### src/rtl/game_pkg.sv
// Shared types and widths for the dinosaur-runner game-flow controller.
package game_pkg;

   localparam int unsigned SCORE_W = 16;
   localparam int unsigned LEVEL_W = 3;

   // Encoding is visible on the state output; 2'b11 is never entered.
   typedef enum logic [1:0] {
      StIdle = 2'b00,
      StRun  = 2'b01,
      StOver = 2'b10
   } state_t;

endpackage

### src/rtl/game_ctrl_if.sv
// Button, datapath and control signals between the board/datapath side (master)
// and the game-flow controller (slave).
interface game_ctrl_if;
   import game_pkg::*;

   logic               btn_start;
   logic               btn_jump;
   logic               btn_player;
   logic               btn_hi;
   logic               isover;
   logic [SCORE_W-1:0] scr;
   logic               game_rst;
   logic               jump;
   logic               playernum;
   logic               showhighest;
   logic [LEVEL_W-1:0] spd_level;
   state_t             state;

   modport master (
      output btn_start, btn_jump, btn_player, btn_hi, isover, scr,
      input  game_rst, jump, playernum, showhighest, spd_level, state
   );

   modport slave (
      input  btn_start, btn_jump, btn_player, btn_hi, isover, scr,
      output game_rst, jump, playernum, showhighest, spd_level, state
   );

endinterface

### src/rtl/btn_cond.sv
// Push-button conditioner: 2-FF synchronizer, stability debounce and rising-edge pulse.
module btn_cond #(
   parameter int unsigned DEBOUNCE_CYCLES = 500_000
) (
   input  logic clk,
   input  logic re_start,
   input  logic btn_i,
   output logic level,
   output logic pulse
);

   localparam int unsigned CntW = (DEBOUNCE_CYCLES > 1) ? $clog2(DEBOUNCE_CYCLES) : 1;
   localparam logic [CntW-1:0] CntMax = CntW'(DEBOUNCE_CYCLES - 1);

   logic            sync1_q, sync2_q;
   logic            level_q, level_d, level_prev_q, pulse_q;
   logic [CntW-1:0] cnt_q, cnt_d;

   // Count consecutive cycles the synchronized value disagrees with the accepted level;
   // any agreement (i.e. a change back) restarts the count.
   always_comb begin
      cnt_d   = '0;
      level_d = level_q;
      if (sync2_q != level_q) begin
         if (cnt_q == CntMax) begin
            level_d = sync2_q;
         end else begin
            cnt_d = cnt_q + 1'b1;
         end
      end
   end

   // Synchronizer, debounce state and registered edge detector.
   always_ff @(posedge clk or posedge re_start) begin
      if (re_start) begin
         sync1_q      <= 1'b0;
         sync2_q      <= 1'b0;
         cnt_q        <= '0;
         level_q      <= 1'b0;
         level_prev_q <= 1'b0;
         pulse_q      <= 1'b0;
      end else begin
         sync1_q      <= btn_i;
         sync2_q      <= sync1_q;
         cnt_q        <= cnt_d;
         level_q      <= level_d;
         level_prev_q <= level_q;
         pulse_q      <= level_q & ~level_prev_q;
      end
   end

   assign level = level_q;
   assign pulse = pulse_q;

endmodule

### src/rtl/game_ctrl.sv
// Game-flow controller: conditions the four buttons and sequences IDLE/RUN/OVER.
// Optional feature macro: GAME_CTRL_AUTOSPEED_EN (score-driven speed level in RUN).
module game_ctrl
   import game_pkg::*;
#(
   parameter int unsigned DEBOUNCE_CYCLES  = 500_000,
   parameter int unsigned OVER_HOLD_CYCLES = 50_000_000,
   parameter int unsigned PTS_PER_LEVEL    = 8,
   parameter int unsigned MAX_LEVEL        = 6
) (
   input logic        clk,
   input logic        re_start,
   game_ctrl_if.slave gc_if
);

   localparam int unsigned HoldW = $clog2(OVER_HOLD_CYCLES + 1);
   localparam logic [HoldW-1:0] HoldMax = HoldW'(OVER_HOLD_CYCLES);

   logic start_p, jump_p, player_p, hi_level;
   logic start_lvl, jump_lvl, player_lvl, hi_p;

   state_t           state_q, state_d;
   logic             game_rst_q, game_rst_d;
   logic             jump_q, jump_d;
   logic             player_q, player_d;
   logic             show_q, show_d;
   logic [HoldW-1:0] hold_q, hold_d;

   btn_cond #(.DEBOUNCE_CYCLES(DEBOUNCE_CYCLES)) u_btn_start (
      .clk(clk), .re_start(re_start), .btn_i(gc_if.btn_start), .level(start_lvl), .pulse(start_p)
   );
   btn_cond #(.DEBOUNCE_CYCLES(DEBOUNCE_CYCLES)) u_btn_jump (
      .clk(clk), .re_start(re_start), .btn_i(gc_if.btn_jump), .level(jump_lvl), .pulse(jump_p)
   );
   btn_cond #(.DEBOUNCE_CYCLES(DEBOUNCE_CYCLES)) u_btn_player (
      .clk(clk), .re_start(re_start), .btn_i(gc_if.btn_player), .level(player_lvl),
      .pulse(player_p)
   );
   btn_cond #(.DEBOUNCE_CYCLES(DEBOUNCE_CYCLES)) u_btn_hi (
      .clk(clk), .re_start(re_start), .btn_i(gc_if.btn_hi), .level(hi_level), .pulse(hi_p)
   );

   // Phase sequencing, one-cycle pulses, player toggle and game-over hold timer.
   always_comb begin
      state_d    = state_q;
      game_rst_d = 1'b0;
      jump_d     = 1'b0;
      player_d   = player_q;
      hold_d     = hold_q;
      case (state_q)
         StIdle: begin
            if (player_p) player_d = ~player_q;
            if (start_p) begin
               game_rst_d = 1'b1;
               state_d    = StRun;
            end
         end
         StRun: begin
            // Collision outranks a jump request in the same cycle.
            if (gc_if.isover) begin
               state_d = StOver;
               hold_d  = '0;
            end else if (jump_p) begin
               jump_d = 1'b1;
            end
         end
         StOver: begin
            if (hold_q != HoldMax) hold_d = hold_q + 1'b1;
            if (player_p) player_d = ~player_q;
            if (start_p && (hold_q == HoldMax)) begin
               game_rst_d = 1'b1;
               state_d    = StRun;
            end
         end
         default: state_d = StIdle;
      endcase
      show_d = (state_d != StRun) & hi_level;
   end

   // Controller state register.
   always_ff @(posedge clk or posedge re_start) begin
      if (re_start) begin
         state_q    <= StIdle;
         game_rst_q <= 1'b0;
         jump_q     <= 1'b0;
         player_q   <= 1'b0;
         show_q     <= 1'b0;
         hold_q     <= '0;
      end else begin
         state_q    <= state_d;
         game_rst_q <= game_rst_d;
         jump_q     <= jump_d;
         player_q   <= player_d;
         show_q     <= show_d;
         hold_q     <= hold_d;
      end
   end

`ifdef GAME_CTRL_AUTOSPEED_EN
   localparam int unsigned LvlShift = $clog2(PTS_PER_LEVEL);

   logic [SCORE_W-1:0] lvl_raw;
   logic [LEVEL_W-1:0] spd_q, spd_d;

   assign lvl_raw = gc_if.scr >> LvlShift;

   // Speed level follows the score while running, restarts at 0 with each new game.
   always_comb begin
      spd_d = spd_q;
      if (game_rst_d) begin
         spd_d = '0;
      end else if (state_q == StRun) begin
         spd_d = (lvl_raw > SCORE_W'(MAX_LEVEL)) ? LEVEL_W'(MAX_LEVEL) : lvl_raw[LEVEL_W-1:0];
      end
   end

   // Speed level register.
   always_ff @(posedge clk or posedge re_start) begin
      if (re_start) spd_q <= '0;
      else          spd_q <= spd_d;
   end

   assign gc_if.spd_level = spd_q;
`else
   assign gc_if.spd_level = '0;
`endif

   assign gc_if.state       = state_q;
   assign gc_if.game_rst    = game_rst_q;
   assign gc_if.jump        = jump_q;
   assign gc_if.playernum   = player_q;
   assign gc_if.showhighest = show_q;

endmodule

### src/flat_wrapper.sv
// flat-port wrapper written by rule: the top's interface ports become plain ports
module game_ctrl_flat import game_pkg::*;
#(
   parameter int unsigned DEBOUNCE_CYCLES  = 500_000,
   parameter int unsigned OVER_HOLD_CYCLES = 50_000_000,
   parameter int unsigned PTS_PER_LEVEL    = 8,
   parameter int unsigned MAX_LEVEL        = 6
)
  (clk, re_start, gc_if_btn_start, gc_if_btn_jump, gc_if_btn_player, gc_if_btn_hi, gc_if_isover, gc_if_scr, gc_if_game_rst, gc_if_jump, gc_if_playernum, gc_if_showhighest, gc_if_spd_level, gc_if_state);
  game_ctrl_if gc_if_i ();
  input logic clk;
  input logic re_start;
  input wire logic [$bits(gc_if_i.btn_start)-1:0] gc_if_btn_start;
  input wire logic [$bits(gc_if_i.btn_jump)-1:0] gc_if_btn_jump;
  input wire logic [$bits(gc_if_i.btn_player)-1:0] gc_if_btn_player;
  input wire logic [$bits(gc_if_i.btn_hi)-1:0] gc_if_btn_hi;
  input wire logic [$bits(gc_if_i.isover)-1:0] gc_if_isover;
  input wire logic [$bits(gc_if_i.scr)-1:0] gc_if_scr;
  output wire logic [$bits(gc_if_i.game_rst)-1:0] gc_if_game_rst;
  output wire logic [$bits(gc_if_i.jump)-1:0] gc_if_jump;
  output wire logic [$bits(gc_if_i.playernum)-1:0] gc_if_playernum;
  output wire logic [$bits(gc_if_i.showhighest)-1:0] gc_if_showhighest;
  output wire logic [$bits(gc_if_i.spd_level)-1:0] gc_if_spd_level;
  output wire logic [$bits(gc_if_i.state)-1:0] gc_if_state;
  assign gc_if_i.btn_start = gc_if_btn_start;
  assign gc_if_i.btn_jump = gc_if_btn_jump;
  assign gc_if_i.btn_player = gc_if_btn_player;
  assign gc_if_i.btn_hi = gc_if_btn_hi;
  assign gc_if_i.isover = gc_if_isover;
  assign gc_if_i.scr = gc_if_scr;
  assign gc_if_game_rst = gc_if_i.game_rst;
  assign gc_if_jump = gc_if_i.jump;
  assign gc_if_playernum = gc_if_i.playernum;
  assign gc_if_showhighest = gc_if_i.showhighest;
  assign gc_if_spd_level = gc_if_i.spd_level;
  assign gc_if_state = gc_if_i.state;
  game_ctrl #(.DEBOUNCE_CYCLES(DEBOUNCE_CYCLES), .OVER_HOLD_CYCLES(OVER_HOLD_CYCLES), .PTS_PER_LEVEL(PTS_PER_LEVEL), .MAX_LEVEL(MAX_LEVEL)) u_core (.clk(clk), .re_start(re_start), .gc_if(gc_if_i));
endmodule
### config.mk
export PLATFORM = sky130hd
export DESIGN_NAME = game_ctrl_flat
export DESIGN_NICKNAME = d
export VERILOG_FILES = /design/src/rtl/game_pkg.sv /design/src/rtl/game_ctrl_if.sv /design/src/rtl/btn_cond.sv /design/src/rtl/game_ctrl.sv /design/src/flat_wrapper.sv
export SDC_FILE = /design/constraint.sdc
export NUM_CORES = 1
export LEC_CHECK = 0
export BUFFER_PORTS_ARGS = -buffer_cell sky130_fd_sc_hd__buf_2
export CAP_MARGIN = 20
export CELL_PAD_IN_SITES_DETAIL_PLACEMENT = 1
export CELL_PAD_IN_SITES_GLOBAL_PLACEMENT = 1
export CORE_MARGIN = 2
export CORE_UTILIZATION = 35
export CTS_CLUSTER_DIAMETER = 60
export CTS_CLUSTER_SIZE = 40
export DETAILED_ROUTE_END_ITERATION = 10
export PLACE_DENSITY_LB_ADDON = 0.15
export REMOVE_ABC_BUFFERS = 1
export SLEW_MARGIN = 20
export SYNTH_ARGS = -nofsm -noshare
export SYNTH_HDL_FRONTEND = slang
export SYNTH_SLANG_ARGS = --single-unit
### constraint.sdc
create_clock -name clk -period 4.1 [get_ports clk]
set_clock_uncertainty 0.1 [all_clocks]
set_input_delay 0.41 -clock clk [delete_from_list [all_inputs] [get_ports clk]]
set_output_delay 0.41 -clock clk [all_outputs]
set_load 0.01 [all_outputs]
==> results of run 1 <==
==> cell type report <==
type / instances / area, um^2 / share of cell area
clock inverters: 7 / 110.1 / 0.01563
inverters: 20 / 77.57 / 0.01101
well taps: 225 / 281.5 / 0.03996
clock buffers: 25 / 475.5 / 0.06748
repair buffers: 17 / 120.1 / 0.01705
multi-input cells: 451 / 2828 / 0.4013
flip-flops and latches: 126 / 3153 / 0.4475
==> critical path, delay by kind of cell, from the launching register on <==
| family | cells | cell delay (ps) |
|---|---|---|
| AOI/OAI and AO/OA | 1 | 150 |
| DFF | 1 | 490 |
| and+or+nand+nor | 3 | 1520 |
==> power by group through the flow <==
stage,Sequential [uW],Combinational [uW],Clock [uW]
5_1_grt,1270,81.5,1620
3_3_place_gp,1290,67.7,0
4_1_cts,1270,72.9,1560
6_report,1270,68.6,1530
3_5_place_dp,1290,70.0,0
2_1_floorplan,1290,46.8,0
==> sequential cells by signal (all words and copies together), names as in the netlist, 2 cells and up <==
register	flops
u_core.u_btn_start.cnt_q	19
u_core.hold_q	26
u_core.u_btn_hi.cnt_q	19
u_core.u_btn_jump.cnt_q	19
u_core.u_btn_player.cnt_q	19
u_core.gc_if.state	2
==> worst max path at each step <==
stage                           startpoint                           to  depth (start not counted)
6_report             u_core.gc_if.state[0]            u_core.hold_q[19]                          4
5_1_grt        u_core.u_btn_jump.cnt_q[11]  u_core.u_btn_jump.cnt_q[10]                          4
4_1_cts              u_core.gc_if.state[0]            u_core.hold_q[25]                          4
3_5_place_dp         u_core.gc_if.state[0]            u_core.hold_q[21]                          4
3_3_place_gp   u_core.u_btn_jump.cnt_q[11]  u_core.u_btn_jump.cnt_q[11]                          4
2_1_floorplan                     re_start        u_core.gc_if.game_rst                          1
==> layer usage <==
| layer | routed length (um) | up-vias | global-route usage |
|---|---|---|---|
| met2 | 6785 | 56 | 0.2711 |
| met1 | 6601 | 2386 | 0.2153 |
| met3 | 345 | 17 | 0.03244 |
| met4 | 235 | 0 | 0.06944 |
| met5 | 0 | - | 0 |
| li1 | - | 2220 | - |
==> metrics by stage <==
step / std cells / setup WS (ps)
final: 871 / 1744
after CTS: 871 / 1611
after detailed placement: 835 / 1709
after global routing: 871 / 1617
after floorplan: 597 / 234.1
after global placement: 835 / 1745
==> cells in the mapped netlist (3+ instances only) <==
cell,n
nor3_1,9
nor4_1,23
or4_1,10
nand2_1,40
dfrtp_1,126
clkbuf_1,9
and3_1,8
nand4_1,24
and2_1,9
nor4b_1,3
a21oi_1,22
o21ai_0,14
inv_1,20
nor2_1,84
ha_1,6
or2_2,4
buf_4,3
o31ai_1,10
mux2i_1,6
and4_1,10
o41ai_1,3
xor2_1,23
nand3_1,39
or3_1,15
nor2b_1,4
mux2_2,5
nand3b_1,3
a31oi_1,4
xnor2_1,42
or4b_2,4
==> logic make-up after synthesis <==
| kind of cell | synth area share |
|---|---|
| AND/OR/NAND/NOR | 0.2672 |
| flip-flops | 0.5136 |
| XOR/XNOR | 0.09272 |
| AO/OA/AOI/OAI | 0.06664 |
| buffers and inverters | 0.02812 |
| multiplexers | 0.01895 |
| adder cells (fa/ha/maj) | 0.01223 |
| other | 0.0006108 |
==> metrics, run 1 <==
WP data required 4330 ps; Final Hold Slack between 80 and 90 ps; global-route wire length before repair 24200 um; HP Class input port to asynchronous set/reset pin; synth top area cells dfrtp_1 (51%), xnor2_1 (6.0%), nor2_1 (5.1%); relative slew slack 0.4300; Max Cap Violations 0; die area 18620 um^2; # fillers 1913; DP HPWL 9126 um; Avg Cell Area, Syn 10.02 um^2; unrepaired setup endpoints after global routing no; Placer Congestion about 0.77; share of cells above drive strength 1 0.09907; gr usage total 0.1660; peak supply drop between 300 and 400 uV; setup tns final 0 ps; # setup viols final 0; total gr overflow 0; Worst Tran Pin Value 854.9 ps; core area 17240 um^2; part of the power in registers 0.443; hold buffer count at CTS 4; top-area cell type share of the netlist area 0.5136; cell area after synthesis 6140 um^2; RR Endpoint u_core.hold_q[19]; clk sinks roughly 130; PortBufs 12; Layout Nets 662; Root Driver clkbuf_16; cell taking the most area after synthesis dfrtp_1; drt via density between 5 and 6; crit end category register; Vias 4679; Gate Count Post-Synth 613; Clock Power Share 0.533; asr flop ratio synth 1.000; commonest non-fill, non-tap cell in the layout dfrtp_1; fin util 0.4088; largest net degree at the start of global routing 69; status completed; vias in the first global route between 4000 and 5000; #FFs+latches synth between 100 and 150; cts bufs inserted 17; Worst-Skew Late Latency around 420 ps; clock buffer depth 2; FF-to-FF Start u_core.gc_if.state[0]; TritonCTS clock tree yes; post-route ant nets 0; Max Clock Freq 0.4245 GHz; Post-DP Area 6414 um^2; P_sw roughly 610 uW; final period utilization 0.5746; commonest non-fill, non-tap cells in the layout dfrtp_1 (126), nor2_1 (84), xnor2_1 (42), nand2_1 (40), nand3_1 (39); setup repair bufs after CTS 0; switch share 0.2116; slowest stage delay, CP 720 ps; initial core utilization 0.3562; Pleak around 0.0028 uW; Post-synth EDFFs 0; H-Tree Depth 4; Die W 136.4 um; Max stage delay cell, worst path or4_1; Pins Over Slew Limit 0; # rows between 40 and 50; synth unique cells 51; crit path kind register to register; most used cell, CP or4_1; First-pass DRT Iterations 4; Int Pwr 2261 uW; Worst-path clk slew 60 ps; Routed WL around 14000 um; final instance area 7046 um^2; Synth Warn # 0; Worst Path Max Fanout 9; Worst R2R Path Depth 4; # diodes 0; Startpoint Class register; post-cts sizing count 0; crit path DAT 2590 ps; Seq/Total Area, Yosys 0.5136; die span in y 136.4 um; drt wl/cell 16.04 um; Primary FF master, synth dfrtp_1; crit path cell chain nand3b_4, or4_1, or4_1, a21oi_1; area delta synth->final 14.75%; min cycle time layout ~2400 ps; Ports 32; reg2reg setup slack 1740 ps; DRC Markers 0; combinational power share 0.024; initial antenna violation count 0; Iteration-0 DRC Markers 254; Power Density 407.0 nW/um^2; Pwr Total 2868 uW; final count of hold timing violations 0
No activity file was read; power rests on OpenSTA's default activity.
==> run 2: changes to the inputs <==
==> constraint.sdc (replaced) <==
create_clock -name clk -period 1.9 [get_ports clk]
set_clock_uncertainty 0.1 [all_clocks]
set_input_delay 0.19 -clock clk [delete_from_list [all_inputs] [get_ports clk]]
set_output_delay 0.19 -clock clk [all_outputs]
set_load 0.01 [all_outputs]
==> run 2 against run 1 <==
Effect of this change:
- the run now ends with negative setup slack left
- largest cell class unchanged
- sequential cell count stayed put
- critical path type unchanged
- worst setup slack worse by 2000 ps
- fmax is 10% higher
==> metrics, run 2 (same netlist as run 1, synthesis figures left out) <==
worst setup margin -240.1 ps (-1984 ps); H-Tree Depth 4 (unchanged); crit path DAT 2350 ps (-240 ps); # fillers 1906 (-0.37%); Power Density 774.9 nW/um^2 (+90%); Sequential cell area 3153 um^2 (unchanged); commonest non-fill, non-tap cell in the layout dfrtp_1; Die W 136.4 um (unchanged); HP Class input port to asynchronous set/reset pin; DRC Markers 0 (unchanged); drt wl/cell 16.19 um (+0.97%); Worst-Skew Late Latency 420 ps (about the same); crit path cell chain or4b_1, or4_4, o21ai_4, buf_12, nor2_2; gr usage total 0.1833 (+0.01734); TritonCTS clock tree yes; clock buffer depth 2 (unchanged); Max Cap Violations 0 (unchanged); fin cells 974 (+12%); total gr overflow 0 (unchanged); Routed WL 15770 um (+13%); Pwr Total 6298 uW (+120%); cts bufs inserted 17 (unchanged); post-route ant nets 0 (unchanged); dpl cells 932 (+12%); Worst-path clk slew 50 ps (about the same); share of cells above drive strength 1 0.2830 (+0.1840); failing checks negative setup slack; Root Driver clkbuf_16; DP HPWL 10730 um (+18%); max reg flops 26 (unchanged); Layout Nets 767 (+16%); final count of hold timing violations 0 (unchanged); peak supply drop 658.8 uV (+120%); PortBufs 12 (unchanged); crit end category register; Placer Congestion 0.7933 (+3.4%); fin util 0.4715 (+0.06279); Pleak 0.003391 uW (+19%); commonest non-fill, non-tap cells in the layout dfrtp_1 (126), buf_4 (94), nor2_1 (61), xnor2_1 (42); Iteration-0 DRC Markers 170 (-33%); final period utilization 1.126 (+0.5518); Pins Over Slew Limit 0 (unchanged); crit-path leading delay family simple AND/OR/NAND/NOR gates; WP data required 2110 ps (-2220 ps); crit path kind register to register; Worst Path Max Fanout 8 (-1); clk sinks 126 (unchanged); setup tns final -7687 ps (-7687 ps); die area 18620 um^2 (unchanged); Multi-input gate area 3044 um^2 (+7.7%); WP buf/inv 1 (+1); die span in y 136.4 um (unchanged); drt via density 5.137 (-4.4%); slowest stage delay, CP 570 ps (-150 ps); Ports 32 (unchanged); initial antenna violation count 0 (unchanged); # setup viols final 38 (+38); min cycle time layout 2140 ps (-215.6 ps); status finished, violations left; Vias 5003 (+6.9%); First-pass DRT Iterations 4 (unchanged); # diodes 0 (unchanged); initial core utilization 0.3562 (unchanged); unrepaired setup endpoints after global routing yes; Max Clock Freq 0.4673 GHz (+10%); largest net degree at the start of global routing 69 (unchanged); vias in the first global route 5374 (+11%); core area 17240 um^2 (unchanged); Startpoint Class register; area delta synth->final 32.38%; # rows 48 (unchanged); Max stage delay cell, worst path or4_4; global-route wire length before repair 26760 um (+11%); largest reg by FF count u_core.hold_q
run 2: cell count changes in the layout (fill, tap and decap cells not counted), moves of 5 or more:
cell	previous run	this run
buf_6	0	5
nor2_4	0	10
a21oi_1	22	13
nor2_1	84	61
nor2_2	0	13
buf_4	0	94
a21oi_2	0	9
run 2: area by class of cell:
class	instances	area share
flip-flops and latches	126	0.3879
multi-input cells	451	0.3745
repair buffers	122	0.1202
clock buffers	22	0.05588
well taps	225	0.03464
clock inverters	8	0.01724
inverters	20	0.009544
run 2: per-stage QoR:
step / hold slack [ps] / setup WS, ps / instance area [um^2]
3_3_place_gp: 102.1 / -227.7 / 7167
2_1_floorplan: 121.4 / -1746 / 6050
5_1_grt: 220.7 / -277.8 / 8128
6_report: 203.3 / -240.1 / 8128
3_5_place_dp: 107.1 / -238.9 / 7167
4_1_cts: 202.2 / -229.4 / 7979
run 2: timing repair:
item                                    in CTS  in global routing
endpoints found under the setup margin      44                 55
gates resized for setup                     41                 29
setup buffers                                2                  4
pin swaps                                   30                  5
endpoints found under the hold margin       29                  0
hold buffers                                 6                  0
run 2: worst paths after layout:
check                                                   start                      endpoint  slack, ps  depth (start not counted)
min in group clk                      u_core.u_btn_hi.sync1_q       u_core.u_btn_hi.sync2_q        260                          0
worst min register to register        u_core.u_btn_hi.sync1_q       u_core.u_btn_hi.sync2_q        260                          0
worst min-delay path                                 re_start    u_core.u_btn_start.sync1_q        200                          3
worst max register to register  u_core.u_btn_player.cnt_q[10]  u_core.u_btn_player.cnt_q[7]       -240                          5
worst max-delay path            u_core.u_btn_player.cnt_q[10]  u_core.u_btn_player.cnt_q[7]       -240                          5
max in group asynchronous                            re_start  u_core.u_btn_start.cnt_q[15]        800                          4
run 2: layer usage:
layer	global-route usage	share of wire	vias up
met2	0.3071	0.51	45
met5	0	0	-
met1	0.2340	0.46	2512
met3	0.04325	0.024	17
li1	-	-	2429
met4	0.05845	0.012	0
run 2: power by group:
| part | switching (uW) | internal (uW) | leakage (uW) |
|---|---|---|---|
| Clock | 1140 | 2200 | 0.000294 |
| Combinational | 136 | 82.2 | 0.00148 |
| Sequential | 22.7 | 2720 | 0.00162 |
| Total | 1300 | 5000 | 0.00339 |
run 2: worst register-to-register path, stage by stage, from the launching register on:
cell,delay [ps]
dfrtp_1,390
or4b_1,530
or4_4,570
o21ai_4,210
buf_12,180
nor2_2,50
